[src/rtl/stump_sequencer_pkg.sv]
// Stump control-path definitions shared by the sequencer slice:
// state encodings, opcode field values and flag bit positions.
package stump_sequencer_pkg;

   typedef enum logic [1:0] {
      FETCH   = 2'b00,
      EXECUTE = 2'b01,
      MEMORY  = 2'b10
   } state_t;

   localparam logic [2:0] ADD  = 3'b000;
   localparam logic [2:0] ADC  = 3'b001;
   localparam logic [2:0] SUB  = 3'b010;
   localparam logic [2:0] SBC  = 3'b011;
   localparam logic [2:0] AND  = 3'b100;
   localparam logic [2:0] OR   = 3'b101;
   localparam logic [2:0] LDST = 3'b110;
   localparam logic [2:0] BCC  = 3'b111;

   localparam int FLAG_N = 3;
   localparam int FLAG_Z = 2;
   localparam int FLAG_V = 1;
   localparam int FLAG_C = 0;

   // Only ALU-class opcodes with the S bit may touch the flags.
   function automatic logic may_set_cc(input logic [15:0] instr);
      return instr[11] && (instr[15:13] != BCC) && (instr[15:13] != LDST);
   endfunction

endpackage

[src/rtl/stump_ccr.sv]
// Stump condition-code register {N,Z,V,C} with gated write enable.
module stump_ccr (
   input  logic       clk,
   input  logic       rst,
   input  logic       en,
   input  logic [3:0] d,
   output logic [3:0] q
);

   always_ff @(posedge clk or negedge rst) begin
      if (!rst)
         q <= 4'h0;
      else if (en)
         q <= d;
   end

endmodule

[src/rtl/stump_sequencer.sv]
// Stump sequencer: FSM state, IR, CC, halt/resume and a
// retired-instruction counter feeding the control decoder.
module stump_sequencer
   import stump_sequencer_pkg::*;
#(
   parameter int          CNT_W    = 16,
   parameter logic [15:0] IR_RESET = 16'h0000
) (
   input  logic             clk,
   input  logic             rst,
   input  logic             mem_ready,
   input  logic [15:0]      mem_rdata,
   input  logic             cc_en,
   input  logic [3:0]       flags_in,
   input  logic             halt_req,
   output logic [1:0]       state,
   output logic [15:0]      ir,
   output logic [3:0]       cc,
   output logic             halted,
   output logic [CNT_W-1:0] instr_count
);

   state_t state_q;
   logic   cc_we;

   assign state = state_q;
   assign cc_we = (state_q == EXECUTE) && cc_en && may_set_cc(ir);

   stump_ccr u_ccr (
      .clk (clk),
      .rst (rst),
      .en  (cc_we),
      .d   (flags_in),
      .q   (cc)
   );

   always_ff @(posedge clk or negedge rst) begin
      if (!rst) begin
         state_q     <= FETCH;
         ir          <= IR_RESET;
         halted      <= 1'b0;
         instr_count <= '0;
      end else begin
         case (state_q)
            FETCH: begin
               if (halted) begin
                  halted <= halt_req;
               end else if (mem_ready) begin
                  ir      <= mem_rdata;
                  state_q <= EXECUTE;
               end else begin
                  halted <= halt_req;
               end
            end
            EXECUTE: begin
               if (ir[15:13] == LDST) begin
                  state_q <= MEMORY;
               end else begin
                  state_q     <= FETCH;
                  instr_count <= instr_count + CNT_W'(1);
                  halted      <= halt_req;
               end
            end
            MEMORY: begin
               if (mem_ready) begin
                  state_q     <= FETCH;
                  instr_count <= instr_count + CNT_W'(1);
                  halted      <= halt_req;
               end
            end
            // 2'b11 is unreachable; recover without retiring.
            default: state_q <= FETCH;
         endcase
      end
   end

endmodule

[config.mk]
export PLATFORM = sky130hd
export DESIGN_NAME = stump_sequencer
export DESIGN_NICKNAME = d
export VERILOG_FILES = /design/src/rtl/stump_sequencer_pkg.sv /design/src/rtl/stump_ccr.sv /design/src/rtl/stump_sequencer.sv
export SDC_FILE = /design/constraint.sdc
export NUM_CORES = 1
export LEC_CHECK = 0
export CELL_PAD_IN_SITES_DETAIL_PLACEMENT = 0
export CELL_PAD_IN_SITES_GLOBAL_PLACEMENT = 2
export CORE_ASPECT_RATIO = 1.5
export CORE_MARGIN = 2
export CORE_UTILIZATION = 25
export DETAILED_ROUTE_END_ITERATION = 10
export PLACE_DENSITY = 0.79
export SETUP_SLACK_MARGIN = 0.3
export SLEW_MARGIN = 20
export SYNTH_ARGS = -nofsm -noshare
export SYNTH_HDL_FRONTEND = slang
export SYNTH_SLANG_ARGS = --single-unit
[constraint.sdc]
create_clock -name clk -period 1.7 [get_ports clk]
set_clock_uncertainty 0.05 [all_clocks]
set_input_delay 0.34 -clock clk [delete_from_list [all_inputs] [get_ports clk]]
set_output_delay 0.34 -clock clk [all_outputs]
set_load 0.05 [all_outputs]
==> impl_metrics.yaml, run 1 <==
power:
  vdd.ir_drop.worst_uv: 1010
  pwr_density_cell_nw_per_um2: 2000
  netSwitchingPower_w: 0.00257
  p_sw_share_pct: 43.2
  power.leakage_nw: 1.30
  power_report.internal_total_w: 0.00338
  clock_power_share_pct: 15.3
  share_seq_of_total_power_pct: 26.6
  power.share.combinational_pct: 58.2
die:
  die-area_sq_um: 7500
  core-area_sq_um: 6530
  rows: 36
  start_util_pct: 26.1
  die_height_microns: 105
  num_io_pins: 64
  dieWidth_microns: 71.4
worst_setup_path:
  regToRegStartpoint: "state[0]"
  slowest_stage: "sky130_fd_sc_hd__dfrtp_2"
  reg2reg_depth: 4
  timing.critical_path.max_delay_family: "simple AND/OR/NAND/NOR gates"
  type_of_element_capturing_the_critical_path: "register"
  timing.rr.end: "halted"
  worst-endpoint-required_ns: 1.84
  worst_path_cell_trace: "ha_2 > and4b_4 > or3_4 > o22a_2"
  timing.critical_path.from_type: "register"
  timing.critical_path.slowest_cell_delay_ns: 0.43
  timing_worst_setup_path_type: "register to register"
  worst-r2r-setup-slack_ns: 0.03
  cp_num_buf_inv: 0
  cp.arrival_ns: 1.80
  worst-path-max-fanout: 6
clock_network:
  ctsHtreeMaxLevel: 2
  clockRootBuffer: "sky130_fd_sc_hd__clkbuf_8"
  cts_sinks: 39
  numCtsBuffers: 5
  ctsLongestPathBuffers: 2
  cts_tree: "built"
  path_clk_slew_ns: 0.08
  clock_latency_ns: 0.29
timing:
  count_of_final_hold_check_violations: 0
  grt_setup_unrepaired: "yes"
  setup_viol: 0
  max_freq_ghz: 0.600
  slew-limit-headroom_pct: 68.6
  fin_hold_ws_ns: 0.434
  worst_slew_pin_slew_ns: 0.471
  final.period_utilization_pct: 98.1
  min_period_ns: 1.67
  drv_slew: 0
drt:
  drt_first_iter_violations: 44
  ant_nets: 0
  vias: 1286
  detail_route.drc_violations: 0
  detail_route.wirelength_microns: 4130
  route.detailed.vias_per_inst: 4.47
  wl_per_cell_microns: 14.3
  number_of_iterations_in_the_first_detailed_routing_pass: 4
placement:
  portBuffers: 63
  place_hpwl_microns: 3000
  placed_cells: 274
  gp_congestion: 0.767
global_route:
  groute.usage.overall_pct: 10.9
  globalRoute.totalOverflow: 0
  grt_antenna_before_repair: 0
  grt_pass1_vias: 1290
  grt_start_max_net_pins: 22
  global_route_wire_length_before_repair_microns: 6330
yosys:
  post_synth_inst_count: 122
  synth_area_sq_um: 1700
  number_of_synthesized_register_bits: 39
  synth.avg_cell_area_sq_um: 14.0
  synth_fp_nets: 152
  number_of_distinct_library_cell_variants_in_the_gate_level_netlist_after_synthesis: 25
  share_of_the_yosys_chip_area_belonging_to_registers_pct: 57.3
  synth_warnings: 0
worst_hold_path:
  hp-class: "register to register"
  timing.hold.worst.start: "instr_count[15]"
  min_to: "instr_count[15]"
  worst_hold_path.num_cells: 1
layout:
  layout-drive-gt1-share_pct: 52.8
  antennaDiodeCount: 0
  flow.area_growth_from_synthesis_pct: 74.5
  fill_cells: 587
  nets: 241
  layout_cells_excl_fill: 288
flow_run:
  timing.max_cap.violations: 0
run_status:
  status: "completed"
==> power groups by stage <==
stage,registers [W],clock network (W),logic [W]
floorplan,0.00277,0,0.000773
global placement,0.00158,0,0.00327
detailed placement,0.00159,0,0.00328
CTS,0.00157,0.000934,0.00334
global route,0.00163,0.000969,0.00362
finish,0.00158,0.000907,0.00346
==> registers in the layout (all words and copies together) (netlist names) <==
signal / cells
instr_count: 16
halted: 1
state: 2
u_ccr.q: 4
ir: 16
==> worst max-delay path by stage <==
stage	to	start	cells past startpoint	slack [ns]
final	halted	state[0]	4	0.03
after global routing	instr_count[13]	state[0]	6	-0.06
after CTS	halted	state[0]	5	0.02
after detailed placement	instr_count[10]	mem_ready	5	-0.22
after global placement	instr_count[15]	mem_ready	5	-0.19
after floorplan	instr_count[13]	state[0]	6	-0.13
==> what timing repair did <==
action                                  4_1_cts  5_1_grt
gates resized for setup                       5       10
hold buffers                                  1        0
pin swaps                                     2        4
gates cloned                                  0        1
endpoints found under the setup margin       43       45
hold endpoints to repair                     18        0
setup buffers                                 1        3
==> worst register-to-register path, stage by stage (launching register included) <==
cell,delay (ns)
sky130_fd_sc_hd__dfrtp_2,0.43
sky130_fd_sc_hd__ha_2,0.22
sky130_fd_sc_hd__and4b_4,0.25
sky130_fd_sc_hd__or3_4,0.39
sky130_fd_sc_hd__o22a_2,0.22
==> layout by cell type (no fill, tap or decap), types with 3 or more instances in the layout <==
| cell type | n |
|---|---|
| sky130_fd_sc_hd__dfrtp_1 | 34 |
| sky130_fd_sc_hd__buf_4 | 31 |
| sky130_fd_sc_hd__nand2_1 | 7 |
| sky130_fd_sc_hd__nand3_1 | 5 |
| sky130_fd_sc_hd__clkdlybuf4s50_1 | 22 |
| sky130_fd_sc_hd__mux2_2 | 22 |
| sky130_fd_sc_hd__buf_12 | 20 |
| sky130_fd_sc_hd__xnor2_1 | 12 |
| sky130_fd_sc_hd__dfrtp_2 | 5 |
| sky130_fd_sc_hd__ha_1 | 3 |
| sky130_fd_sc_hd__buf_6 | 6 |
| sky130_fd_sc_hd__xor2_1 | 3 |
| sky130_fd_sc_hd__nand4_1 | 4 |
| sky130_fd_sc_hd__clkbuf_8 | 5 |
==> cell usage after synthesis <==
library cell,instances,area share [%]
sky130_fd_sc_hd__nand4_4,1,1.2
sky130_fd_sc_hd__and3_1,1,0.37
sky130_fd_sc_hd__mux2i_2,1,0.81
sky130_fd_sc_hd__nand4_1,4,1.5
sky130_fd_sc_hd__nand3b_2,1,0.66
sky130_fd_sc_hd__or3_1,1,0.37
sky130_fd_sc_hd__and4b_4,1,0.81
sky130_fd_sc_hd__nor4_4,2,2.5
sky130_fd_sc_hd__nor2_1,2,0.44
sky130_fd_sc_hd__nand2_1,8,1.8
sky130_fd_sc_hd__nor3_1,1,0.29
sky130_fd_sc_hd__xor2_1,3,1.5
sky130_fd_sc_hd__o22a_2,1,0.59
sky130_fd_sc_hd__o21ai_0,1,0.29
sky130_fd_sc_hd__o22ai_1,1,0.37
sky130_fd_sc_hd__inv_1,4,0.88
sky130_fd_sc_hd__and4_1,2,1.0
sky130_fd_sc_hd__dfrtp_1,39,57
sky130_fd_sc_hd__mux2_2,22,15
sky130_fd_sc_hd__a21oi_1,2,0.59
sky130_fd_sc_hd__nand3_1,5,1.5
sky130_fd_sc_hd__ha_1,5,3.7
sky130_fd_sc_hd__and2b_2,1,0.51
sky130_fd_sc_hd__xnor2_1,12,6.2
sky130_fd_sc_hd__buf_2,1,0.29
==> cells by family (layout without fill, tap and decap cells) <==
kind of cell               Yosys count  after routing  synth area share [%]
AOI/OAI and AO/OA                    5              5                  1.84
xor gates and xnor gates            15             15                  7.72
adders and majority gates            5              5                  3.67
buffers and inverters                5             94                  1.18
DFF                                 39             39                  57.3
muxes                               23             23                  15.4
and+or+nand+nor                     30             31                  12.9
==> layout make-up <==
type | instances | area (sq um) | share of cell area (%)
Sequential cell | 39 | 982 | 33.1
Timing Repair Buffer | 82 | 945 | 31.8
Multi-Input combinational cell | 79 | 802 | 27.0
Tap cell | 76 | 95.1 | 3.20
Clock buffer | 6 | 72.6 | 2.44
Clock inverter | 2 | 60.1 | 2.02
Inverter | 4 | 15.0 | 0.505
==> per-layer routing <==
| metal | track usage, % | vias up | wire [microns] |
|---|---|---|---|
| li1 | - | 608 | - |
| met1 | 13.3 | 610 | 1710 |
| met2 | 17.2 | 62 | 2010 |
| met3 | 3.76 | 6 | 338 |
| met4 | 4.45 | 0 | 72 |
| met5 | 0 | - | 0 |
==> per-stage QoR <==
stage | setup WS, ns | setup TNS, ns | instance area (sq um) | utilization [%] | power (W)
final | 0.0331 | 0 | 2970 | 45.5 | 0.00594
after global routing | -0.0560 | -0.220 | 2970 | 45.5 | 0.00622
after CTS | 0.0220 | 0 | 2890 | 44.2 | 0.00585
after detailed placement | -0.218 | -4.75 | 2730 | 41.7 | 0.00487
after global placement | -0.189 | -4.18 | 2730 | 41.7 | 0.00485
after floorplan | -0.134 | -0.862 | 1760 | - | 0.00355
No activity file was read; power rests on OpenSTA's default activity.
==> run 2: changes to the inputs <==
--- a/config.mk
+++ b/config.mk
@@ -13,7 +13,7 @@
 export DETAILED_ROUTE_END_ITERATION = 10
 export PLACE_DENSITY = 0.79
 export SETUP_SLACK_MARGIN = 0.3
-export SLEW_MARGIN = 20
+export SLEW_MARGIN = 30
 export SYNTH_ARGS = -nofsm -noshare
 export SYNTH_HDL_FRONTEND = slang
 export SYNTH_SLANG_ARGS = --single-unit
==> results of run 2 <==
The final DEF is identical to that of run 1; final timing and power are the same.
==> run 3: changes to the inputs <==
--- a/config.mk
+++ b/config.mk
@@ -13,6 +13,7 @@
 export DETAILED_ROUTE_END_ITERATION = 10
 export PLACE_DENSITY = 0.79
 export SETUP_SLACK_MARGIN = 0.3
+export SKIP_LAST_GASP = 1
 export SLEW_MARGIN = 30
 export SYNTH_ARGS = -nofsm -noshare
 export SYNTH_HDL_FRONTEND = slang
==> run 3 against run 2 <==
Clock-buffer cell count unchanged. Die area did not move. Hold slack about the same. Utilization is 0.077 points lower. Routed wire length fell by 1.1%. Sequential power about the same. Critical path type unchanged. Largest cell class unchanged.
==> impl_metrics.yaml, run 3 (synthesis results as in run 1) <==
placement:
  placed_cells: 274
  portBuffers: 63
  pre_cts_ws_ns: -0.218
  place_hpwl_microns: 3000
  placed_cell_area_sq_um: 2730
  gp_congestion: 0.767
run_status:
  status: "completed"
worst_setup_path:
  timing_worst_setup_path_type: "register to register"
  type_of_element_capturing_the_critical_path: "register"
  cp.arrival_ns: 1.82
  worst-path-max-fanout: 6
  worst-endpoint-required_ns: 1.84
  timing.critical_path.from_type: "register"
drt:
  routedLengthMet1_microns: 1700
  number_of_iterations_in_the_first_detailed_routing_pass: 4
  wl_per_cell_microns: 14.2
  routed-wl-met3_microns: 336
  route.detailed.vias_per_inst: 4.42
  vias: 1273
  drt_first_iter_violations: 49
  detail_route.wirelength_microns: 4080
  ant_nets: 0
  detail_route.drc_violations: 0
  routed.top_layer: "met4"
  met2_wirelength_microns: 1970
layout:
  final_common_cell: "sky130_fd_sc_hd__dfrtp_1"
  mostFrequentLayoutCells: "34 x sky130_fd_sc_hd__dfrtp_1, 31 x sky130_fd_sc_hd__buf_4, 22 x sky130_fd_sc_hd__mux2_2, 22 x sky130_fd_sc_hd__clkdlybuf4s50_1, 20 x sky130_fd_sc_hd__buf_12"
  post-route-util_pct: 45.4
  largest_registers: "instr_count x16, ir x16, u_ccr.q x4"
  antennaDiodeCount: 0
  nets: 241
  flow.area_growth_from_synthesis_pct: 74.2
  layout_cells_excl_fill: 288
  layout-drive-gt1-share_pct: 52.4
  fill_cells: 589
  final_design_area_no_fill_sq_um: 2970
die:
  rows: 36
  die_height_microns: 105
  num_io_pins: 64
  start_util_pct: 26.1
  die-area_sq_um: 7500
  dieWidth_microns: 71.4
  core-area_sq_um: 6530
timing:
  finalSetupTns_ns: 0
  layout_setup_ws_ns: 0.0206
  worst_slew_pin_slew_ns: 0.472
  final.period_utilization_pct: 98.8
  drv_slew: 0
  count_of_final_hold_check_violations: 0
  max_freq_ghz: 0.595
  min_period_ns: 1.68
  slew-limit-headroom_pct: 68.5
  grt_setup_unrepaired: "yes"
  setup_viol: 0
global_route:
  grt_pass1_vias: 1290
  global_route_wire_length_before_repair_microns: 6330
  groute.usage.overall_pct: 10.9
  globalRoute.totalOverflow: 0
  grt_start_max_net_pins: 22
  grt_antenna_before_repair: 0
power:
  power.leakage_nw: 1.30
  pwr_density_cell_nw_per_um2: 2000
  share_seq_of_total_power_pct: 26.6
  p_sw_share_pct: 43.2
  clock_power_share_pct: 15.3
  power_report.internal_total_w: 0.00337
  power.share.combinational_pct: 58.1
  vdd.ir_drop.worst_uv: 1010
  netSwitchingPower_w: 0.00256
clock_network:
  cts_sinks: 39
  ctsHtreeMaxLevel: 2
  cts_tree: "built"
  ctsLongestPathBuffers: 2
  clockRootBuffer: "sky130_fd_sc_hd__clkbuf_8"
  numCtsBuffers: 5
  path_clk_slew_ns: 0.08
  clock_latency_ns: 0.29
flow_run:
  timing.max_cap.violations: 0
worst_hold_path:
  hp-class: "register to register"
==> run 3: cell counts in the layout (fill, tap and decap cells not counted) <==
Identical to the previous run, type by type.
==> run 3: path summary, 6_finish.rpt <==
check	startpoint	end	slack, ns	cells after the start
max reg2reg	state[0]	halted	0.02	4
min	instr_count[15]	instr_count[15]	0.43	1
min in group asynchronous	rst	ir[6]	0.48	2
min reg2reg	instr_count[15]	instr_count[15]	0.43	1
max in group asynchronous	rst	instr_count[11]	0.64	3
max	state[0]	halted	0.02	4
==> run 3: worst max-delay path: stages (launching register included) <==
cell and delay [ns]:
sky130_fd_sc_hd__dfrtp_2 0.43, sky130_fd_sc_hd__ha_2 0.22, sky130_fd_sc_hd__and4b_4 0.25, sky130_fd_sc_hd__or3_1 0.39
sky130_fd_sc_hd__o22a_2 0.23
==> run 3: area by class of cell <==
type                            instances  area [sq um]  share of cell area (%)
Clock buffer                            6          72.6                    2.45
Multi-Input combinational cell         79           797                    26.9
Inverter                                4          15.0                   0.506
Timing Repair Buffer                   82           945                    31.8
Tap cell                               76          95.1                    3.21
Clock inverter                          2          60.1                    2.02
Sequential cell                        39           982                    33.1
==> run 3: power by group through the flow <==
stage          Sequential, W  Combinational [W]  Clock, W
2_1_floorplan        0.00277           0.000773         0
3_3_place_gp         0.00158            0.00327         0
3_5_place_dp         0.00159            0.00328         0
4_1_cts              0.00157            0.00334  0.000934
5_1_grt              0.00163            0.00361  0.000969
6_report             0.00158            0.00345  0.000909
==> run 3: layer usage <==
| layer | vias to the layer above | track usage (%) |
|---|---|---|
| met3 | 6 | 3.76 |
| met4 | 0 | 4.45 |
| met2 | 60 | 17.2 |
| li1 | 608 | - |
| met1 | 599 | 13.3 |
| met5 | - | 0 |
==> run 3: metrics by stage <==
| step | hold slack (ns) | power, W |
|---|---|---|
| after floorplan | -0.00559 | 0.00355 |
| after global placement | 0.272 | 0.00485 |
| after detailed placement | 0.275 | 0.00487 |
| after CTS | 0.441 | 0.00585 |
| after global routing | 0.458 | 0.00621 |
| final | 0.434 | 0.00593 |
==> run 3: timing repair <==
item / CTS / global route
hold buffers: 1 / 0
gates cloned: 0 / 1
buffers inserted: 1 / 3
resized for setup: 5 / 9
endpoints found under the setup margin: 43 / 45
hold endpoints to repair: 18 / 0
pin swaps: 2 / 3
